### config.mk
export PLATFORM = sky130hd
export DESIGN_NAME = rom_ram_scan_ctrl
export DESIGN_NICKNAME = d
export VERILOG_FILES = /design/src/rtl/rom_ram_scan_ctrl.sv
export SDC_FILE = /design/constraint.sdc
export NUM_CORES = 1
export LEC_CHECK = 0
export BUFFER_PORTS_ARGS = -buffer_cell sky130_fd_sc_hd__buf_2
export CAP_MARGIN = 5
export CORE_MARGIN = 2
export CORE_UTILIZATION = 45
export DETAILED_ROUTE_END_ITERATION = 6
export REMOVE_ABC_BUFFERS = 1
export SYNTH_ARGS = -nofsm -noshare
export SYNTH_HDL_FRONTEND = slang
export SYNTH_SLANG_ARGS = --single-unit
export TNS_END_PERCENT = 20
### constraint.sdc
create_clock -name clk -period 5.15 [get_ports clk]
set_input_delay 1.03 -clock clk [delete_from_list [all_inputs] [get_ports clk]]
set_output_delay 1.03 -clock clk [all_outputs]
set_load 0.01 [all_outputs]
### src/rtl/rom_ram_scan_ctrl.sv
// rom_ram_scan_ctrl
//   Single-clock synchronous memory (DEPTH = 2**ADDR_W words of DATA_W bits).
//   It has an external write port and a fully pipelined read port. After every
//   reset, a sequencer loads either a zero or an identity pattern. A scan engine
//   then sweeps every address and reports the XOR of all words it read.
//
// Ports
//   clk         rising-edge clock
//   rst         synchronous, active-high reset
//   wr_en       write request (accepted outside INIT)
//   wr_addr     write address
//   wr_data     write data
//   rd_en       external read request (accepted in IDLE only)
//   rd_addr     external read address
//   scan_start  start a sweep (sampled in IDLE only)
//   ready       high in IDLE and SCAN
//   rd_data     registered read data
//   rd_valid    rd_data valid this cycle
//   rd_tag      address that produced rd_data
//   scan_busy   high in SCAN and DRAIN
//   scan_done   one-cycle pulse with the last beat of a sweep
//   scan_xor    checksum of the last completed sweep
module rom_ram_scan_ctrl #(
  parameter int DATA_W    = 8,
  parameter int ADDR_W    = 6,
  parameter int INIT_MODE = 1,
  parameter int RD_LAT    = 1   // 1 or 2; any value other than 2 behaves as 1
) (
  input  logic              clk,
  input  logic              rst,
  input  logic              wr_en,
  input  logic [ADDR_W-1:0] wr_addr,
  input  logic [DATA_W-1:0] wr_data,
  input  logic              rd_en,
  input  logic [ADDR_W-1:0] rd_addr,
  input  logic              scan_start,
  output logic              ready,
  output logic [DATA_W-1:0] rd_data,
  output logic              rd_valid,
  output logic [ADDR_W-1:0] rd_tag,
  output logic              scan_busy,
  output logic              scan_done,
  output logic [DATA_W-1:0] scan_xor
);

  localparam int DEPTH = 1 << ADDR_W;
  localparam logic [ADDR_W:0] CNT_LAST = (ADDR_W+1)'(DEPTH - 1);
  localparam logic [ADDR_W:0] CNT_END  = (ADDR_W+1)'(DEPTH);

  typedef enum logic [1:0] {
    st_init,
    st_idle,
    st_scan,
    st_drain
  } state_t;

  state_t            state;
  // Shared counter: it is the init write address in INIT and the sweep address
  // in SCAN. The extra MSB lets INIT see the terminal count DEPTH.
  logic [ADDR_W:0]   cnt;
  logic [DATA_W-1:0] acc;
  logic [DATA_W-1:0] mem [DEPTH];

  logic              issue_ext;
  logic              issue_scan;
  logic              issue;
  logic [ADDR_W-1:0] rd_a;

  logic [DATA_W-1:0] src_data;
  logic [ADDR_W-1:0] src_tag;
  logic              src_vld;
  logic              src_scan;

  function automatic logic [DATA_W-1:0] init_word(input logic [ADDR_W-1:0] a);
    if (INIT_MODE == 0) return '0;
    return DATA_W'(a);   // identity pattern, i mod 2**DATA_W
  endfunction

  // A scan_start in IDLE takes priority over an external read in the same cycle.
  always_comb begin
    issue_ext  = (state == st_idle) && rd_en && !scan_start;
    issue_scan = (state == st_scan);
    issue      = issue_ext || issue_scan;
    rd_a       = issue_scan ? cnt[ADDR_W-1:0] : rd_addr;
  end

  // Memory write port. INIT owns the port, and external writes are blocked
  // until INIT finishes. The storage itself is never cleared by rst.
  always_ff @(posedge clk) begin
    if (!rst) begin
      if (state == st_init) begin
        if (!cnt[ADDR_W]) mem[cnt[ADDR_W-1:0]] <= init_word(cnt[ADDR_W-1:0]);
      end else if (wr_en) begin
        mem[wr_addr] <= wr_data;
      end
    end
  end

  // The memory is read before the write of the same edge lands, so a
  // read-during-write to one address returns the old word.
  generate
    if (RD_LAT == 2) begin : g_lat2
      logic [DATA_W-1:0] data_p0;
      logic [ADDR_W-1:0] tag_p0;
      logic              vld_p0;
      logic              scan_p0;

      // ---- stage p0: memory array read ----
      always_ff @(posedge clk) begin
        data_p0 <= mem[rd_a];
        tag_p0  <= rd_a;
        if (rst) begin
          vld_p0  <= 1'b0;
          scan_p0 <= 1'b0;
        end else begin
          vld_p0  <= issue;
          scan_p0 <= issue_scan;
        end
      end

      assign src_data = data_p0;
      assign src_tag  = tag_p0;
      assign src_vld  = vld_p0;
      assign src_scan = scan_p0;
    end else begin : g_lat1
      assign src_data = mem[rd_a];
      assign src_tag  = rd_a;
      assign src_vld  = issue;
      assign src_scan = issue_scan;
    end
  endgenerate

  // ---- output stage and control FSM ----
  always_ff @(posedge clk) begin
    if (rst) begin
      state     <= st_init;
      cnt       <= '0;
      ready     <= 1'b0;
      scan_busy <= 1'b0;
      scan_done <= 1'b0;
      scan_xor  <= '0;
      rd_valid  <= 1'b0;
      rd_data   <= '0;
      rd_tag    <= '0;
    end else begin
      rd_valid  <= src_vld;
      scan_done <= 1'b0;
      if (src_vld) begin
        rd_data <= src_data;
        rd_tag  <= src_tag;
      end
      // Sweep beats fold into the checksum in the same edge that registers
      // them. The final beat therefore lands scan_xor and scan_done together.
      if (src_vld && src_scan) begin
        acc <= acc ^ src_data;
        if (src_tag == '1) begin
          scan_xor  <= acc ^ src_data;
          scan_done <= 1'b1;
        end
      end

      case (state)
        st_init: begin
          if (cnt == CNT_END) begin
            state <= st_idle;
            ready <= 1'b1;
            cnt   <= '0;
          end else begin
            cnt <= cnt + 1'b1;
          end
        end
        st_idle: begin
          if (scan_start) begin
            state     <= st_scan;
            scan_busy <= 1'b1;
            cnt       <= '0;
            acc       <= '0;
          end
        end
        st_scan: begin
          if (cnt == CNT_LAST) begin
            state <= st_drain;
            ready <= 1'b0;
          end else begin
            cnt <= cnt + 1'b1;
          end
        end
        st_drain: begin
          // scan_done is high during the last DRAIN cycle, so leave on it.
          if (scan_done) begin
            state     <= st_idle;
            ready     <= 1'b1;
            scan_busy <= 1'b0;
          end
        end
        default: state <= st_init;
      endcase
    end
  end

endmodule

# Yosys cells after proc, flatten, opt, wreduce, memory -nomap -nowiden
# Memories as Yosys holds them, arrays and structs flattened.
# Index checks and enable logic that the tools add are counted.
op_classes:
  n_mux: 32
  bitwise: 2
  n_shift: 0
  n_eq_ne: 11
  n_lt_le_gt_ge: 0
  n_mul: 0
  n_reduce_logical: 16
  n_div: 0
  add_sub_neg: 1
op_table:
  columns: ["operator", "n"]
  rows:
  - ["two-way mux 8 bit", 4]
  - ["two-way mux 7 bit", 3]
  - ["case mux 7 bit (3 select lines)", 1]
  - ["two-way mux 1 bit", 15]
  - ["two-way mux 6 bit", 2]
  - ["two-way mux 2 bit", 4]
  - ["case mux 2 bit (4 select lines)", 1]
  - ["AND reduction 4 bit", 2]
  - ["OR reduction 8 bit", 1]
  - ["bitwise XOR 8 bit", 1]
  - ["adder 7 x 1 -> 7 bit (second input constant)", 1]
  - ["equality test 7 x 6 -> 1 bit (second input constant)", 1]
  - ["equality test 7 bit (second input constant)", 1]
  - ["equality test 6 bit (second input constant)", 1]
  - ["!= test 2 bit (second input constant)", 3]
  - ["AND reduction 3 bit", 2]
  - ["nonzero test 3 bit", 2]
  - ["equality test 2 bit (second input constant)", 2]
  - ["!= test 2 x 1 -> 1 bit (second input constant)", 2]
  - ["logical AND 1 bit", 3]
  - ["case mux 1 bit (3 select lines)", 1]
  - ["equality test 2 x 1 -> 1 bit (second input constant)", 1]
  - ["zero test 2 bit", 1]
  - ["case mux 1 bit (2 select lines)", 1]
  - ["6 further kinds", 6]
totals:
  latchBits: 0
  word_cells: 73
  regBits: 43
  ramBits: 512
  rom_bits: 0
  out_inout_bits: 26
  n_memories: 1
  in_bits: 25
memory_table:
  columns: ["memory", "depth", "word_bits", "read_ports", "rd_ports_with_merged_regs", "write_ports", "line_no", "rtl"]
  rows:
  - ["mem", 64, 8, 1, 0, 1, "62", "logic [DATA_W-1:0] mem [DEPTH];"]

# Depth between registers and ports, before layout
depth:
  word_depth: 8
  ltp_mapped: 15
  depth_no_buf: 10

# Least setup slack after synthesis
# Ideal clock, no wire load.
synth_timing:
  kind: "input-to-reg"
  startpoint: "in wr_en"
  endpoint: "mem mem[0][0] (data pin)"
  n_path_buf: 2
  t_arrival_ns: 4.136
  setup_ns: 0.702
  setup_slack_ns: 0.312
  path_stages: 5
  t_required_ns: 4.448
  path_cell_list: "nand2b_1 > nor2_1 > clkbuf_1 > clkbuf_1 > o21ai_0"
synth_via:
  elab_chain_len: 6
synth_rtl:
  columns: ["element", "line_no", "rtl"]
  rows:
  - ["from (decl)", "31", "input logic wr_en,"]
  - ["two-way mux 1 bit", "93", "end else if (wr_en) begin"]
  - ["two-way mux 1 bit", "91", "if (state == st_init) begin"]
  - ["two-way mux 1 bit", "90", "if (!rst) begin"]
  - ["two-way mux 1 bit (implied by the code)", "94", "mem[wr_addr] <= wr_data;"]
  - ["OR reduction 8 bit (no source line)", null, null]
  - ["two-way mux 8 bit (no source line)", null, null]
  - ["to (decl)", "62", null]
# No other way between the ends.

# Final worst setup path
layout_timing:
  startpoint: "reg state[0]"
  endpoint: "reg acc[3] (data pin)"
layout_via:
  elab_chain_len: 8
  word_cells_on_any_way: 12
  cone_classes: "eq/ne (2); mux (4); bitwise (1); reduce/logical (4); memory (1)"
layout_rtl:
  columns: ["element", "line_no", "rtl"]
  rows:
  - ["from (decl)", "57", "state_t state;"]
  - ["from (signal assigned)", "136", "state <= st_init;"]
  - ["from (signal assigned)", "165", "state <= st_idle;"]
  - ["from (signal assigned)", "174", "state <= st_scan;"]
  - ["branches (longest 7 deep; another with memory (64 x 8 bit))", null, null]
  - ["two-way mux 8 bit *", "162", "case (state)"]
  - ["to (signal assigned)", "155", "acc <= acc ^ src_data;"]
  - ["to (decl)", "61", "logic [DATA_W-1:0] acc;"]
# Mark *: on every way between the ends.
# A chain may end at the register's enable or synchronous reset.

==> run summary <==
The flow ran to the end, and the final reports show no timing, DRC or antenna violations. The worst hold margin came out at 0.475 ns. The fraction of layout instances using a drive strength above 1 is 14.9%. The signed area change from the synthesized netlist to the final layout came out at 13.8%. On the critical path, the stage with the largest delay is an instance of nor4_1. STA classifies the critical path startpoint as a register. The number of sinks on the clock net came out at 555.

At the pin with the least slew margin, the transition time is 1.33 ns. The number of hold violations in the final report is 0. The number of cells in the design after placement came out at 2,808. Of all flip-flops after synthesis, the portion carrying an async set or reset was 0%. In the routed layout, each cell is associated on average with a via count of 6.19. The portion of the clock cycle consumed by the worst path in the final layout came out at 92.5%. The relative slew slack is 10.5%.

The most numerous cell type found on the critical path is buf_4. In this run the worst path has a maximum fanout of 34. The design draws 9.76 mW. The maximum cell stage delay along the critical path came out at 0.98 ns.

The number of placement rows came out at 86. The detailed placer's ending HPWL came out at 53,100 um. The area of the core region is 55,200 um^2. Traced cell by cell, the critical path runs through inv_1, ha_2, buf_12, nor3b_2, nor2_4, buf_4, a21boi_0, a2111oi_0, buf_4, nor4_1, a2111oi_4, buf_4, or3_1, a21oi_1. The starting density of the core is 45.5%.

IR analysis of the VDD net gives a maximum drop of 0.269 mV. Data on the critical path arrives at its endpoint at 5.23 ns. The sequential share of the synthesized area is 64.9%. The maximum clock rate is 210 MHz.

Setup repair after global routing left no endpoint under its margin. For the worst-skew pair, the clock arrives at the later sink with an insertion delay of 0.62 ns. STA classifies the critical path endpoint as a register. The post-synthesis cell count came out at 2,013. The DRC violation count after routing is 0. Wires add up to 78,900 um. In this run the mean area of a mapped cell was 12.5 um^2. Counting flops and latches in the post-synthesis netlist gives 555.

TritonCTS built the clock tree. The critical setup path kind is reg2reg. The routed design could run at a clock period as short as 4.76 ns. The final worst clock skew is 0.0143 ns. The final-report max-slew violation count is 0. The number of enable flip-flop cells after synthesis is 520. The non-filler instance count after layout is 2,919. In this run, post-CTS repair resized a total of 0 instances.

For the final routed database, the setup TNS stands at 0 ns. The final route contains 18,078 vias. The number of global-route vias before repair is 17,021. The number of nets in the layout is 2,156. Setup violations remaining at the end of the flow were counted as 0.

The synthesized area is 25,100 um^2. The die covers 57,700 um^2. The worst register-to-register path begins at state[0]. Summed over all layers, the global routing overflow is 0. The worst setup path startpoint is state[0].

The detailed router finished its first iteration with 2,258 violations. Dividing total power by cell area gives a power density of 341 nW/um^2. The leakage component of the power came out at 9.79 nW. The global-route total usage across every layer is 27.4%.

The longest clock path from root to sink contains 3 buffers. In this run the most critical hold path is launched from scan_xor[3]. The count of buffers from port buffering came out at 50. The placer congestion estimate is 0.914.

The total of warnings raised by yosys is 0. The leading register cell type out of synthesis is edfxtp_1. The number of inserted diodes is 0.

The clock transition at the registers of the reported paths came out at 0.06 ns. For this run, the detailed router's first-pass iteration total came to 6. The largest net degree at the start of global routing is 56. The number of setup buffers added after CTS is 0. The detail-routed net length per standard cell came out at 27.0 um. The total of fill cells in the finished design came out at 4,726.

The number of levels in the clock H-tree is 2. The cell chosen for the clock root is clkbuf_16. In this run the worst hold path is classified as reg2reg. The number of antenna violations at the first check in global routing is 1. After clock tree synthesis, the flow added hold-fix buffers numbering 0.

The wire length of the first global-routing pass came out at 116,000 um. The die boundary height is 240 um. The width of the die is 240 um. The number of distinct library cell variants in the gate-level netlist after synthesis is 90. The total CTS buffers is 59. The post-route antenna net violation count came out at 0. The required time at the worst-slack endpoint came out at 5.61 ns. The I/O pin count came out at 51. The number of max-cap violations is 0.
==> synthesized netlist by cell type (6+ instances only) <==
cell / number / area, um^2
edfxtp_1: 520 / 15600
nand2_1: 286 / 1070
a21oi_1: 145 / 726
nor2_1: 129 / 484
a21boi_0: 87 / 653
inv_1: 65 / 244
o21ai_0: 65 / 325
a211oi_1: 52 / 390
o211ai_1: 50 / 375
buf_2: 46 / 230
clkbuf_1: 46 / 173
dfxtp_1: 35 / 701
mux2i_1: 34 / 340
a2111oi_0: 27 / 236
o22ai_1: 27 / 169
nor2b_1: 21 / 131
a31oi_1: 20 / 125
a221oi_1: 19 / 166
buf_6: 16 / 180
a21boi_1: 15 / 113
nor4_1: 15 / 93.8
or3_1: 15 / 93.8
o41ai_1: 13 / 114
buf_4: 12 / 90.1
nand3_1: 12 / 60.1
a22oi_1: 10 / 75.1
buf_1: 10 / 37.5
nor3_1: 10 / 50.1
and2_1: 9 / 56.3
and3_1: 9 / 56.3
ha_1: 9 / 113
nand4_1: 9 / 56.3
xnor2_1: 9 / 78.8
a21o_1: 7 / 52.6
nand2b_1: 7 / 43.8
nor4b_1: 7 / 61.3
o2111ai_1: 7 / 61.3
o31ai_1: 7 / 52.6
a211oi_2: 6 / 75.1
a22o_1: 6 / 52.6
o221ai_1: 6 / 52.6
o22a_1: 6 / 52.6
==> sequential cells by signal, indices dropped and copies added (netlist names), 2 cells and up <==
signal	count
scan_xor	8
state	2
rd_data	8
acc	8
rd_tag	6
cnt	7
mem	512
==> where the power goes <==
group | internal [mW] | switching, mW | leakage, nW
sequential | 4.92 | 0.0206 | 5.05
clock | 2.42 | 1.74 | 0.913
combinational | 0.206 | 0.450 | 3.83
==> through the flow <==
step	setup slack, ns	area (um^2)	utilization [%]
detailed placement	0.298	26700	48.4
global placement	0.331	26700	48.4
finish	0.388	28600	51.8
CTS	0.477	28600	51.8
floorplan	-4.14	24400	-
global route	0.214	28600	51.8
==> cells by family after synthesis <==
kind of cell    synth area share (%)
compound gates                  18.0
flops                           64.9
simple gates                    10.7
mux                             1.73
fa+ha+maj                      0.448
buf+inv                         3.89
xor+xnor                       0.349
==> cell usage in the layout, fill, tap and decap left out, drive strengths merged, types with 10 or more instances in the layout <==
master / synthesis / layout
edfxtp: 520 / 520
or3: 15 / 15
a221oi: 19 / 19
nor2: 130 / 130
buf: 85 / 179
mux2i: 35 / 35
o211ai: 50 / 50
clkinv: 1 / 16
o41ai: 14 / 14
a2111oi: 39 / 39
clkbuf: 46 / 90
nor3: 12 / 12
dfxtp: 35 / 35
a21boi: 102 / 102
o22ai: 27 / 27
nor4: 19 / 19
nand3: 12 / 12
a21oi: 145 / 145
inv: 66 / 67
nor2b: 21 / 21
a211oi: 58 / 58
o21ai: 66 / 66
nand2: 288 / 288
a22oi: 10 / 10
a31oi: 20 / 20
==> critical path: cells and delay by family, from the launching register on <==
family | cells | cell delay [ns]
AO/OA/AOI/OAI | 4 | 0.46
flip-flops | 1 | 0.45
adder cells (fa/ha/maj) | 1 | 0.37
AND/OR/NAND/NOR | 4 | 2.16
buffers and inverters | 5 | 1.09
==> path summary, 6_finish.rpt <==
check	to	slack (ns)	depth (start not counted)
setup / recovery	acc[3]	0.39	14
hold / removal	scan_xor[3]	0.47	1
setup reg to reg	acc[3]	0.39	14
hold reg to reg	scan_xor[3]	0.47	1
==> layout make-up <==
cell class              instances  area [um^2]  area share (%)
clock buffers                  90         1710            5.97
inverters                      67          251           0.880
multi-input cells            1260         7900            27.6
flip-flops and latches        555        16300            57.1
repair buffers                179         1300            4.56
clock inverters                20          173           0.604
well taps                     748          936            3.27
==> metal layers <==
layer  global-route usage, %  part of all wire, %  wire, um
met1                    40.5                   44     34400
met2                    41.3                   44     35000
met3                    5.02                  9.6      7600
met4                    7.94                  2.3      1850
met5                       0                0.016        13
(Power assumes the default switching activity.)
